--- config.mk ---
export PLATFORM = sky130hd
export DESIGN_NAME = fir_mac_param
export DESIGN_NICKNAME = d
export VERILOG_FILES = /design/src/rtl/fir_mac_param.sv
export SDC_FILE = /design/constraint.sdc
export NUM_CORES = 1
export LEC_CHECK = 0
export BUFFER_PORTS_ARGS = -buffer_cell sky130_fd_sc_hd__buf_2
export CAP_MARGIN = 10
export CORE_MARGIN = 10
export CORE_UTILIZATION = 61
export CTS_BUF_LIST = sky130_fd_sc_hd__clkbuf_8
export CTS_CLUSTER_DIAMETER = 40
export CTS_CLUSTER_SIZE = 28
export DETAILED_ROUTE_END_ITERATION = 7
export GPL_ROUTABILITY_DRIVEN = 0
export PLACE_DENSITY = 0.89
export SLEW_MARGIN = 20
export SYNTH_ARGS = -nofsm -noshare
export SYNTH_HDL_FRONTEND = slang
export SYNTH_SLANG_ARGS = --single-unit
--- constraint.sdc ---
create_clock -name clk -period 7.7 [get_ports clk]
set_clock_uncertainty 0.15 [all_clocks]
set_input_delay 0.385 -clock clk [delete_from_list [all_inputs] [get_ports clk]]
set_output_delay 0.385 -clock clk [all_outputs]
set_load 0.01 [all_outputs]
--- src/rtl/fir_mac_param.sv ---
`default_nettype none
// ============================================================================
// Module      : fir_mac_param
// Description : Time-multiplexed FIR filter. One signed multiplier walks the
//               TAPS-deep delay line once per accepted sample, accumulating
//               at full precision. The sum is then rounded (half-up,
//               arithmetic shift by OUT_SHIFT), saturated to DATA_W bits and
//               presented as a one-cycle output pulse.
// Revision    : 1.0 - initial release
// ----------------------------------------------------------------------------
// Ports
//   clk          in   1        rising-edge clock
//   reset        in   1        asynchronous, active-low reset
//   in_data      in   DATA_W   signed input sample
//   in_data_vld  in   1        in_data is valid
//   in_data_rdy  out  1        sample can be accepted (IDLE only)
//   coef_wr      in   1        coefficient write strobe (honoured in IDLE)
//   coef_addr    in   AW       tap index for the write
//   coef_data    in   COEF_W   signed coefficient
//   out_data     out  DATA_W   rounded, saturated result (held between pulses)
//   out_data_vld out  1        one-cycle result strobe
//   out_sat      out  1        result was clipped (only with out_data_vld)
// Legal parameters: TAPS 2..64, OUT_SHIFT 1..COEF_W-2.
// ============================================================================
module fir_mac_param #(
  parameter  int DATA_W    = 8,
  parameter  int COEF_W    = 8,
  parameter  int TAPS      = 8,
  parameter  int OUT_SHIFT = 6,
  localparam int AW        = $clog2(TAPS),
  localparam int ACC_W     = DATA_W + COEF_W + AW
) (
  input  logic                     clk,
  input  logic                     reset,
  input  logic signed [DATA_W-1:0] in_data,
  input  logic                     in_data_vld,
  output logic                     in_data_rdy,
  input  logic                     coef_wr,
  input  logic        [AW-1:0]     coef_addr,
  input  logic signed [COEF_W-1:0] coef_data,
  output logic signed [DATA_W-1:0] out_data,
  output logic                     out_data_vld,
  output logic                     out_sat
);

  localparam int PROD_W = DATA_W + COEF_W;

  localparam logic        [AW-1:0]     C_LAST_IDX = AW'(TAPS - 1);
  localparam logic signed [COEF_W-1:0] C_UNITY    = COEF_W'(2 ** OUT_SHIFT);
  localparam logic signed [ACC_W-1:0]  C_RND      = ACC_W'(2 ** (OUT_SHIFT - 1));
  localparam logic signed [ACC_W-1:0]  C_OUT_MAX  = ACC_W'((2 ** (DATA_W - 1)) - 1);
  // Bitwise inverse of the positive limit is exactly -2^(DATA_W-1).
  localparam logic signed [ACC_W-1:0]  C_OUT_MIN  = ~C_OUT_MAX;

  typedef enum logic [1:0] {
    S_IDLE = 2'd0,
    S_MAC  = 2'd1,
    S_OUT  = 2'd2
  } state_t;

  state_t                     state_q;
  logic signed [DATA_W-1:0]   x_q [TAPS];
  logic signed [COEF_W-1:0]   c_q [TAPS];
  logic        [AW-1:0]       idx_q;
  logic signed [ACC_W-1:0]    acc_q;
  logic signed [DATA_W-1:0]   out_data_q;
  logic                       out_vld_q;
  logic                       out_sat_q;

  logic                       w_addr_ok;
  logic                       w_coef_we;
  logic signed [DATA_W-1:0]   w_x_sel;
  logic signed [COEF_W-1:0]   w_c_sel;
  logic        [PROD_W-1:0]   w_prod;
  logic signed [ACC_W-1:0]    w_prod_ext;
  logic signed [ACC_W-1:0]    acc_d;
  logic signed [ACC_W-1:0]    w_rnd_sum;
  logic signed [ACC_W-1:0]    w_shifted;
  logic signed [DATA_W-1:0]   out_data_d;
  logic                       out_sat_d;

  // When TAPS is not a power of two some addresses have no tap behind them;
  // writes to them are dropped.
  generate
    if (TAPS == (2 ** AW)) begin : g_addr_full
      assign w_addr_ok = 1'b1;
    end else begin : g_addr_partial
      assign w_addr_ok = (coef_addr <= C_LAST_IDX);
    end
  endgenerate

  assign w_coef_we = (state_q == S_IDLE) && coef_wr && w_addr_ok;

  // Single shared multiplier. Both operands are sign-extended to the product
  // width so the low PROD_W bits of the unsigned product are the exact
  // signed product.
  assign w_x_sel    = x_q[idx_q];
  assign w_c_sel    = c_q[idx_q];
  assign w_prod     = {{COEF_W{w_x_sel[DATA_W-1]}}, w_x_sel}
                    * {{DATA_W{w_c_sel[COEF_W-1]}}, w_c_sel};
  assign w_prod_ext = {{AW{w_prod[PROD_W-1]}}, w_prod};
  assign acc_d      = acc_q + w_prod_ext;

  // The AW guard bits keep acc + rounding constant far from overflow.
  assign w_rnd_sum  = acc_q + C_RND;
  assign w_shifted  = w_rnd_sum >>> OUT_SHIFT;

  always_comb begin
    out_data_d = w_shifted[DATA_W-1:0];
    out_sat_d  = 1'b0;
    if (w_shifted > C_OUT_MAX) begin
      out_data_d = C_OUT_MAX[DATA_W-1:0];
      out_sat_d  = 1'b1;
    end else if (w_shifted < C_OUT_MIN) begin
      out_data_d = C_OUT_MIN[DATA_W-1:0];
      out_sat_d  = 1'b1;
    end
  end

  always_ff @(posedge clk or negedge reset) begin
    if (!reset) begin
      state_q    <= S_IDLE;
      acc_q      <= '0;
      idx_q      <= '0;
      out_data_q <= '0;
      out_vld_q  <= 1'b0;
      out_sat_q  <= 1'b0;
      for (int k = 0; k < TAPS; k++) begin
        x_q[k] <= '0;
        c_q[k] <= (k == 0) ? C_UNITY : '0;
      end
    end else begin
      out_vld_q <= 1'b0;
      out_sat_q <= 1'b0;

      // A write landing on the accept edge is visible to that sample's MAC
      // pass, which starts reading coefficients on the following edge.
      if (w_coef_we) begin
        c_q[coef_addr] <= coef_data;
      end

      case (state_q)
        S_IDLE: begin
          if (in_data_vld) begin
            x_q[0] <= in_data;
            for (int k = 1; k < TAPS; k++) begin
              x_q[k] <= x_q[k-1];
            end
            acc_q   <= '0;
            idx_q   <= '0;
            state_q <= S_MAC;
          end
        end

        S_MAC: begin
          acc_q <= acc_d;
          idx_q <= idx_q + AW'(1);
          if (idx_q == C_LAST_IDX) begin
            state_q <= S_OUT;
          end
        end

        S_OUT: begin
          out_data_q <= out_data_d;
          out_vld_q  <= 1'b1;
          out_sat_q  <= out_sat_d;
          state_q    <= S_IDLE;
        end

        default: begin
          state_q <= S_IDLE;
        end
      endcase
    end
  end

  assign in_data_rdy  = (state_q == S_IDLE);
  assign out_data     = out_data_q;
  assign out_data_vld = out_vld_q;
  assign out_sat      = out_sat_q;

endmodule
`default_nettype wire

# Word level (Yosys, flattened, before mapping)
# Cells that the tools add are included.
[classes] n_addsub=3 n_mul=1 order_cmp=5 n_eq_ne=5 n_mux=22 n_bitwise=2 n_reduce_logical=7
[ops] op="64-bit bitwise mux" n=1
[ops] op="8-bit 2-to-1 mux" n=7
[ops] op="8-bit binary-select mux with 3-bit select" n=2
[ops] op="19-bit case mux with 2 select lines" n=1
[ops] op="8-bit demux with 3-bit select" n=1
[ops] op="19-bit by 16-bit adder with 19-bit output" n=1
[ops] op="19-bit by 7-bit adder with 19-bit output, second input constant" n=1
[ops] op="19-bit 2-to-1 mux" n=1
[ops] op="8-bit by 8-bit multiplier with 16-bit output" n=1
[ops] op="13-bit by 8-bit > comparator with 1-bit output, second input constant" n=1
[ops] op="13-bit by 8-bit < comparator with 1-bit output, second input constant" n=1
[ops] op="4-bit greater-or-equal comparator, second input constant" n=2
[ops] op="3-bit NOT with 4-bit output" n=2
[ops] op="3-bit case mux with 2 select lines" n=1
[ops] op="2-bit AND reduction" n=3
[ops] op="4-bit by 1-bit < comparator with 1-bit output, second input constant" n=1
[ops] op="1-bit 2-to-1 mux" n=4
[ops] op="2-bit 2-to-1 mux" n=2
[ops] op="2-bit inequality test, second input constant" n=2
[ops] op="2-bit case mux with 2 select lines" n=1
[ops] op="3-bit by 1-bit adder with 3-bit output, second input constant" n=1
[ops] op="3-bit == test, second input constant" n=1
[ops] op="3-bit 2-to-1 mux" n=1
[ops] op="2-bit by 1-bit == test with 1-bit output, second input constant" n=1
[ops] op="4 further kinds" n=5
[totals] register_bits=162 in_bits=23 output_inout_bits=11

# Logic depth before layout (Yosys ltp)
# Gate-level depths: netlist (run 1).
[logic_depth] word_depth=7 depth_mapped=22

# Least setup slack after synthesis (run 1)
# Ideal clock, no wire load.
[synth_timing] path_type="register to register" from="register idx_q[1]" to="register acc_q[16]" arrival_time_ps=6385 path_slack_ps=1036 stages_incl_launch_ff=22 n_path_buf=2 cell_sequence="dfrtp_1 -> clkbuf_1 -> clkbuf_1 -> mux4_2 -> mux2_2 -> inv_1 -> nor2_1 -> inv_1 -> fa_1 -> inv_1 -> fa_1 -> fa_1 -> fa_1 -> fa_1 -> ha_1 -> o21ai_0 -> nor2_1 -> o41a_1 -> a311o_1 -> a21oi_1 -> xor2_1 -> o21ai_1"
[synth_via] elab_chain_len=7 word_cells_on_any_way=10 cone_classes="1 x add/sub; 1 x mul; 7 x mux; 1 x bitwise"
[synth_lines] item="start: declaration" line="64" text="logic [AW-1:0] idx_q;"
[synth_lines] item="start signal: assignment" line="157" text="idx_q <= idx_q + AW'(1);"
[synth_lines] item="3-bit NOT with 4-bit output (implied by the code) (*)" line="97, 98"
[synth_lines] item="8-bit binary-select mux with 3-bit select, on equally long branches" line="97, 98"
[synth_lines] item="8-bit 2-to-1 mux, on equally long branches (2 in series)" line="97, 98"
[synth_lines] item="8-bit by 8-bit multiplier with 16-bit output (*)" line="100" text="* {{DATA_W{w_c_sel[COEF_W-1]}}, w_c_sel};"
[synth_lines] item="19-bit by 16-bit adder with 19-bit output (*)" line="102" text="assign acc_d = acc_q + w_prod_ext;"
[synth_lines] item="19-bit case mux with 2 select lines (*)" line="142" text="case (state_q)"
[synth_lines] item="end signal: assignment" line="123" text="acc_q <= '0;"
[synth_lines] item="end signal: assignment" line="149" text="acc_q <= '0;"
[synth_lines] item="end signal: assignment" line="156" text="acc_q <= acc_d;"
[synth_lines] item="end: declaration" line="65" text="logic signed [ACC_W-1:0] acc_q;"
# Mark *: on every way between the ends. The rest lies on a longest branch, timed or not. The select of a mux whose other input is x is not followed.
# A chain may end at the register's enable or synchronous reset.

# Worst setup path after layout (run 1)
[layout_timing] from="register idx_q[0]" to="register acc_q[16]"
# Same word-level chain as after synthesis.

==> flow_summary.yaml, run 1 <==
run_status:
  status: "completed"
synthesis:
  synth_cell_types: 52
  synth_edf_count: 0
  ys_seq_area_share_pct: 38.0
  syn-cell-area_um2: 10700
  avgSynthCellArea_um2: 10.8
  ys_warn_count: 0
  ys_ff_latch: 162
  async_reset_ff_share_pct: 100
  synthFlopType: "dfrtp_1"
  syn_inst: 992
  synth_nets: 1146
floorplanning:
  initial_core_util_pct: 62.0
  dieArea_um2: 23200
  die_y_um: 152
  core_um2: 17200
  rows: 48
  die_x_um: 152
  io_pins: 34
global_routing:
  gr-total-overflow: 0
  grt-busiest-layer: "met2"
  grt_first_pass_wirelength_mm: 38.8
  grt_use_met3_pct: 5.53
  grt_util_met1_pct: 24.8
  met2_usage_pct: 34.2
  grt_pass1_vias: 7867
  grt_max_degree: 92
  antenna_found_initial: 1
  grt_usage_pct: 20.3
clocking:
  cts_tree: "yes"
  clk-insertion-delay-late_ns: 0.48
  cts_buffer_depth: 2
  root_buffer: "clkbuf_8"
  clock-sinks: 162
  cts_buffers: 17
  clkTransAtPathRegs_ns: 0.08
  htree_levels: 4
route:
  viasPerCell: 5.76
  antenna_left: 0
  routed_wl_mm: 22.8
  drtPass1Iterations: 5
  vias: 7344
  wire_per_inst_um: 17.8
  drtIter0Drc: 656
  drc: 0
timing:
  drv_slew: 0
  finalHoldViolations: 0
  setup_violations: 0
  fin_tns_setup_ns: 0
  rsz0062_at_grt: "no"
  holdWs_ns: 0.0971
  fmax_mhz: 151
  slew_headroom_pct: 38.6
  post-route-period-util_pct: 85.9
  tightest_slew_ns: 0.921
  final_period_minus_worst_setup_slack_ns: 6.61
flow_run:
  maxCapViolations: 0
critical_path:
  cp.arrival_ns: 6.79
  cp-end-kind: "register"
  path_max_fanout: 35
  worstPathRequired_ns: 7.88
  worstSetupPathType: "register to register"
  reg2reg_slack_ns: 1.09
  crit_path_start_kind: "register"
placed_design:
  io_buffers: 33
  dpl.hpwl_mm: 16.1
min_path:
  hp-class: "input port to register"
finish:
  nNetsFinal: 1191
  areaGrowthSynthToFinish_pct: 8.70
  layout-drive-gt1-share_pct: 18.9
## sequential cells by signal, summed over array words and instances, names as in the netlist
register and cells:
out_data_vld 1, idx_q 3, state_q 2, out_data 8, out_sat 1, x_q 64
c_q 64, acc_q 19
## critical path, stage by stage (launching register included)
cell     delay [ns]
dfrtp_2        0.38
buf_12         0.28
mux4_2         0.53
mux2i_1        0.46
nand2_1        0.16
fa_1           0.52
fa_1           0.55
inv_1          0.06
fa_1           0.50
fa_1           0.57
fa_1           0.43
ha_1           0.38
o21ai_0        0.24
nor2_1         0.09
o41a_1         0.37
a311o_1        0.37
a21oi_1        0.18
xor2_1         0.16
o21ai_1        0.08
## synthesized netlist by cell type (5+ instances only)
master | number | area (um2)
nor2_1 | 52 | 195
o211ai_1 | 9 | 67.6
ha_1 | 47 | 588
mux2_2 | 68 | 766
a21o_1 | 8 | 60.1
o21ai_0 | 21 | 105
mux2i_1 | 14 | 140
buf_1 | 6 | 22.5
a21oi_1 | 11 | 55.1
xor2_1 | 11 | 96.3
xnor2_1 | 13 | 114
nand2_1 | 232 | 871
dfrtp_1 | 161 | 4030
nor2b_1 | 9 | 56.3
fa_1 | 84 | 1680
nand3_1 | 14 | 70.1
inv_1 | 98 | 368
mux4_2 | 32 | 721
nand2b_1 | 15 | 93.8
o31ai_1 | 6 | 45.0
buf_2 | 5 | 25.0
clkbuf_1 | 25 | 93.8
## through the flow
stage / instance area (um2) / worst slack (ns) / util (%) / cells
6_report: 11600 / 1.09 / 67.4 / 1276
5_1_grt: 11600 / 0.711 / 67.4 / 1275
4_1_cts: 11600 / 1.10 / 67.4 / 1275
3_5_place_dp: 11200 / 1.13 / 64.8 / 1234
3_3_place_gp: 11200 / 1.23 / 64.8 / 1234
2_1_floorplan: 10700 / 1.04 / - / 992
## area by class of cell
type                       instances  area, um2
antenna                            1       2.50
clock buffer                      20        275
clock inverter                    12       82.6
fill                            1186       5620
inverter                          98        368
multi-input combinational        694       6110
sequential                       162       4060
tap                              225        282
timing repair buffer              64        439
## cell families after synthesis
logic type | Yosys count | synth area share (%)
AOI/OAI and AO/OA | 77 | 4.85
adders and majority gates | 131 | 21.2
muxes | 114 | 15.2
DFF | 162 | 38.0
buffers and inverters | 136 | 4.91
and+or+nand+nor | 347 | 13.7
xor gates and xnor gates | 25 | 2.12
## path summary, 6_finish.rpt
path,cells past startpoint,end,startpoint
setup reg to reg,18,acc_q[16]$_DFFE_PN0P_,idx_q[0]$_DFFE_PN0P_
hold reg to reg,2,x_q[7]$_DFFE_PN0P_,x_q[15]$_DFFE_PN0P_
min in group asynchronous,2,out_data[2]$_DFFE_PN0P_,reset
hold / removal,2,c_q[18]$_DFFE_PN0P_,coef_data[2]
max in group asynchronous,3,idx_q[0]$_DFFE_PN0P_,reset
setup / recovery,18,acc_q[16]$_DFFE_PN0P_,idx_q[0]$_DFFE_PN0P_
## cell usage in the layout, fill, tap and decap left out, types with 9 or more instances in the layout
cell,instances
a21oi_1,11
buf_2,32
buf_4,21
clkbuf_8,20
dfrtp_1,160
dlygate4sd3_1,9
fa_1,84
ha_1,47
inv_1,100
mux2_2,68
mux2i_1,14
mux4_2,32
nand2_1,231
nand2b_1,15
nand3_1,14
nor2_1,52
nor2b_1,9
o211ai_1,9
o21ai_0,21
xnor2_1,13
xor2_1,11
## metal layers
layer	vias up	wire length [um]
met1	3717	9470
met5	-	0
li1	3352	-
met2	231	11300
met4	0	477
met3	44	1480
## what timing repair did
action,4_1_cts,5_1_grt
endpoints found under the hold margin,97,0
hold buffers,9,0
gates resized for setup,0,0
buffers inserted,0,0
Power of run 1 is not shown: default switching activity piles up to over one toggle a cycle in this logic, so the estimate is an artifact.
==> run 2, diff against run 1 <==
Settings changed: ABC_AREA set to 1, CAP_MARGIN 10 to 20, CTS_BUF_LIST sky130_fd_sc_hd__clkbuf_8 to unset.
==> run 2 against run 1 <==
Compared with the run above: the run now ends with design-rule violations left; die area increased by 2.7%; design area is 2.8% higher; hold slack got worse by 0.091 ns; via count increased by 24%; first-iteration DRC count grew 48%; largest cell class unchanged.
==> flow_summary.yaml, run 2 <==
run_status:
  status: "finished, violations left"
  violations: "design-rule violations"
finish:
  n_antenna_cell: 0
  seqCellArea_um2: 4060
  areaGrowthSynthToFinish_pct: 8.36
  final_cell_mix: "264 x nand2_1, 205 x inv_1, 180 x o21ai_0, 160 x dfrtp_1, 117 x nor2_1"
  layout-drive-gt1-share_pct: 8.86
  multi_input_area_um2: 5890
  nNetsFinal: 1506
  largest_registers: "c_q x64, x_q x64, acc_q x19"
  final_common_cell: "nand2_1"
  fillers: 1268
floorplanning:
  core_um2: 17800
  dieArea_um2: 23800
  io_pins: 34
  initial_core_util_pct: 61.7
  die_y_um: 154
  rows: 49
  die_x_um: 154
min_path:
  hp-class: "input port to register"
clocking:
  cts_buffers: 17
  clkTransAtPathRegs_ns: 0.08
  cts_tree: "yes"
  clk-insertion-delay-late_ns: 0.44
  cts_buffer_depth: 2
  cts_setup_buffers: 0
  cts_resized: 0
  htree_levels: 4
  hold_buffers: 1
  clock-sinks: 162
  root_buffer: "clkbuf_16"
synthesis:
  ys_warn_count: 0
  synth_edf_count: 0
  ys_ff_latch: 162
  synth_nets: 1496
  synth_top_area_share_pct: 36.6
  avgSynthCellArea_um2: 8.21
  syn-cell-area_um2: 11000
  synthFlopType: "dfrtp_1"
  synth_top_cell_by_area: "dfrtp_1"
  synth_most_common_cell: "nand2_1"
  synthTopCellsByArea: "dfrtp_1 37%, fa_1 15%, nand2_1 9.0%"
  async_reset_ff_share_pct: 100
  synth_cell_types: 42
  ys_seq_area_share_pct: 36.8
  syn_inst: 1342
  yosys-top-cells-count: "265 x nand2_1, 206 x inv_1, 180 x o21ai_0"
global_routing:
  grt_usage_pct: 22.2
  grt_pass1_vias: 9118
  grt_max_degree: 108
  gr-total-overflow: 0
  grt_first_pass_wirelength_mm: 43.8
  antenna_found_initial: 0
timing:
  final_period_minus_worst_setup_slack_ns: 6.76
  drv_slew: 0
  post-route-period-util_pct: 87.8
  rsz0062_at_grt: "no"
  fin_tns_setup_ns: 0
  fmax_mhz: 148
  slew_headroom_pct: 34.7
  tightest_slew_ns: 0.978
  setup_violations: 0
  finalHoldViolations: 0
route:
  vias: 9091
  drc: 3
  viasPerCell: 5.70
  drtIter0Drc: 973
  wire_per_inst_um: 16.2
  antenna_left: 0
  drtPass1Iterations: 8
  routed_wl_mm: 25.8
critical_path:
  cp.arrival_ns: 6.93
  path_buf_inv: 6
  path_cells: "inv_2, nor2_1, o21ai_1, inv_1, o21ai_2, inv_1, nor2_2, inv_2, fa_1, inv_1, fa_1, fa_1, fa_1, fa_1, ha_1, inv_1, o21bai_1, nand2_1, a21oi_1, o21ai_0, nand2_1, o21ai_0"
  path_max_fanout: 58
  reg2reg_slack_ns: 0.94
  worstPathRequired_ns: 7.87
  cp_slowest_cell: "inv_2"
  crit_family: "adder cells"
  worstSetupPathType: "register to register"
  crit_path_start_kind: "register"
  max_stage_delay_ns: 0.73
  cp-end-kind: "register"
  cp_common_cell: "fa_1"
flow_run:
  maxCapViolations: 0
placed_design:
  dpl.hpwl_mm: 18.2
  io_buffers: 33
run 2: logic make-up (layout without fill, tap and decap cells):
group	Yosys count	after routing	share of synthesized area (%)
AOI/OAI and AO/OA	325	325	15.5
muxes	1	1	0.125
adders and majority gates	131	131	20.6
DFF	162	162	36.8
xor gates and xnor gates	14	14	1.18
buffers and inverters	272	295	9.74
and+or+nand+nor	437	437	16.0
run 2: worst paths after layout:
kind | start | to | cells past startpoint
min in group asynchronous | reset | c_q[20]$_DFFE_PN0P_ | 2
max in group asynchronous | reset | idx_q[0]$_DFFE_PN0P_ | 3
max | idx_q[0]$_DFFE_PN0P_ | acc_q[14]$_DFFE_PN0P_ | 22
max reg2reg | idx_q[0]$_DFFE_PN0P_ | acc_q[14]$_DFFE_PN0P_ | 22
min reg2reg | c_q[53]$_DFFE_PN0P_ | c_q[53]$_DFFE_PN0P_ | 2
min | coef_data[3] | c_q[19]$_DFFE_PN0P_ | 3
run 2: worst register-to-register path, cell delays in order (launching register included):
cell,delay (ns)
dfrtp_2,0.49
inv_2,0.73
nor2_1,0.12
o21ai_1,0.17
inv_1,0.07
o21ai_2,0.29
inv_1,0.11
nor2_2,0.57
inv_2,0.09
fa_1,0.52
inv_1,0.06
fa_1,0.52
fa_1,0.44
fa_1,0.59
fa_1,0.44
ha_1,0.35
inv_1,0.08
o21bai_1,0.29
nand2_1,0.13
a21oi_1,0.18
o21ai_0,0.10
nand2_1,0.07
o21ai_0,0.09
run 2: stage by stage:
step	setup slack (ns)	util, %	cells	hold WS [ns]	area (um2)
after floorplan	1.86	-	1342	-0.0606	11000
after global placement	1.32	63.3	1561	0.312	11300
after detailed placement	1.06	63.3	1561	0.317	11300
after CTS	1.03	66.9	1594	0.00740	11900
after global routing	0.493	66.9	1594	0.0481	11900
final	0.942	66.9	1594	0.00586	11900
run 2: layout make-up:
cell class              instances  area share, %
clock buffers                  17           3.56
clock inverters                15           1.75
inverters                     223           7.01
repair buffers                 40           1.90
flip-flops and latches        162           34.0
well taps                     229           2.40
multi-input cells             908           49.4
run 2: routing by layer:
| layer | global-route usage (%) | vias to the layer above | routed length, um |
|---|---|---|---|
| met3 | 4.24 | 98 | 1920 |
| li1 | - | 4254 | - |
| met5 | 0 | - | 0 |
| met2 | 37.1 | 428 | 12800 |
| met1 | 27.7 | 4311 | 10300 |
| met4 | 8.77 | 0 | 835 |
Power of run 2 is left out for the same reason.
==> run 3, diff against run 2 <==
Settings changed: CORE_UTILIZATION 61 to 50, PLACE_DENSITY 0.89 to 0.67.
==> run 3 against run 2 <==
Compared with the run above: clock-buffer cell count unchanged; hold slack better by 0.030 ns; first-iteration DRC count down 35%; the flow now finishes without violations.
==> flow_summary.yaml, run 3 (synthesized netlist as in run 2, its figures left out) <==
route:
  routed_wl_mm: 24.2
  antenna_left: 0
  drtPass1Iterations: 5
  vias: 8543
  wire_per_inst_um: 14.7
  viasPerCell: 5.19
  drtIter0Drc: 629
  drc: 0
clocking:
  cts_buffer_depth: 2
  cts_resized: 0
  hold_buffers: 1
  clk-insertion-delay-late_ns: 0.42
  clkTransAtPathRegs_ns: 0.07
  clock-sinks: 162
  cts_buffers: 17
  cts_tree: "yes"
  cts_setup_buffers: 0
  root_buffer: "clkbuf_16"
  htree_levels: 4
min_path:
  hp-class: "input port to register"
timing:
  drv_slew: 0
  rsz0062_at_grt: "no"
  final_period_minus_worst_setup_slack_ns: 6.35
  slew_headroom_pct: 35.8
  fmax_mhz: 158
  setup_violations: 0
  fin_tns_setup_ns: 0
  post-route-period-util_pct: 82.5
  finalHoldViolations: 0
  tightest_slew_ns: 0.963
global_routing:
  grt_first_pass_wirelength_mm: 42.0
  grt_max_degree: 106
  grt_pass1_vias: 8505
  gr-total-overflow: 0
  antenna_found_initial: 1
  grt_usage_pct: 17.8
critical_path:
  path_max_fanout: 25
  cp-end-kind: "register"
  crit_path_start_kind: "register"
  worstSetupPathType: "register to register"
  worstPathRequired_ns: 7.84
  cp.arrival_ns: 6.49
flow_run:
  maxCapViolations: 0
floorplanning:
  die_y_um: 168
  io_pins: 34
  rows: 54
  dieArea_um2: 28400
  initial_core_util_pct: 50.6
  die_x_um: 168
  core_um2: 21800
finish:
  areaGrowthSynthToFinish_pct: 8.13
  final_cell_mix: "264 x nand2_1, 206 x inv_1, 180 x o21ai_0, 160 x dfrtp_1, 117 x nor2_1"
  nNetsFinal: 1508
  largest_registers: "c_q x64, x_q x64, acc_q x19"
  n_antenna_cell: 0
  seqCellArea_um2: 4060
  layout-drive-gt1-share_pct: 8.79
  final_common_cell: "nand2_1"
  fillers: 2039
  multi_input_area_um2: 5890
placed_design:
  io_buffers: 33
  dpl.hpwl_mm: 17.7
run_status:
  status: "completed"
[run 3: metrics by stage]
stage,hold slack (ns),setup WS (ns),utilization [%],area [um2],cells
2_1_floorplan,-0.0606,1.86,-,11000,1342
3_3_place_gp,0.310,1.60,52.3,11400,1614
3_5_place_dp,0.315,1.44,52.3,11400,1614
4_1_cts,0.0224,1.41,54.7,11900,1645
5_1_grt,0.0354,0.940,54.7,11900,1645
6_report,0.0363,1.35,54.7,11900,1645
[run 3: metal layers]
layer	GRT usage (%)	wire, um	share of wire, %	vias to the layer above
met2	28.8	11300	47	153
met4	3.52	183	0.76	2
li1	-	-	-	4254
met5	0	13	0.054	-
met3	3.17	930	3.8	16
met1	24.5	11700	48	4118
[run 3: path summary, 6_finish.rpt]
check                                             start                 endpoint  slack [ns]  cells past startpoint
worst min register to register  out_data[3]$_DFFE_PN0P_  out_data[3]$_DFFE_PN0P_        0.33                      2
worst max-delay path               idx_q[1]$_DFFE_PN0P_    acc_q[14]$_DFFE_PN0P_        1.35                     22
min in group asynchronous                         reset      x_q[43]$_DFFE_PN0P_        0.48                      2
worst max register to register     idx_q[1]$_DFFE_PN0P_    acc_q[14]$_DFFE_PN0P_        1.35                     22
max in group asynchronous                         reset       c_q[6]$_DFFE_PN0P_        5.58                      3
worst min-delay path                       coef_data[6]      c_q[22]$_DFFE_PN0P_        0.04                      3
[run 3: cell type report]
class,count,share of cell area [%]
clock inverter,13,0.882
clock buffer,17,3.57
inverter,223,7.03
multi-input combinational,908,49.5
timing repair buffer,42,2.03
sequential,162,34.1
tap,280,2.94
[run 3: critical path: stages (launching register included)]
cell and delay, ns:
dfrtp_1 0.70, inv_2 0.39, a21oi_1 0.20, o21ai_1 0.08, nand2_1 0.09, inv_1 0.05
o21ai_2 0.25, inv_1 0.13, or2_1 0.25, fa_1 0.49, fa_1 0.57, inv_1 0.06
fa_1 0.51, fa_1 0.57, fa_1 0.42, ha_1 0.34, inv_1 0.07, o21bai_1 0.27
nand2_1 0.13, a21oi_1 0.19, o21ai_0 0.10, nand2_1 0.08, o21ai_0 0.10
Power of run 3 is left out for the same reason.
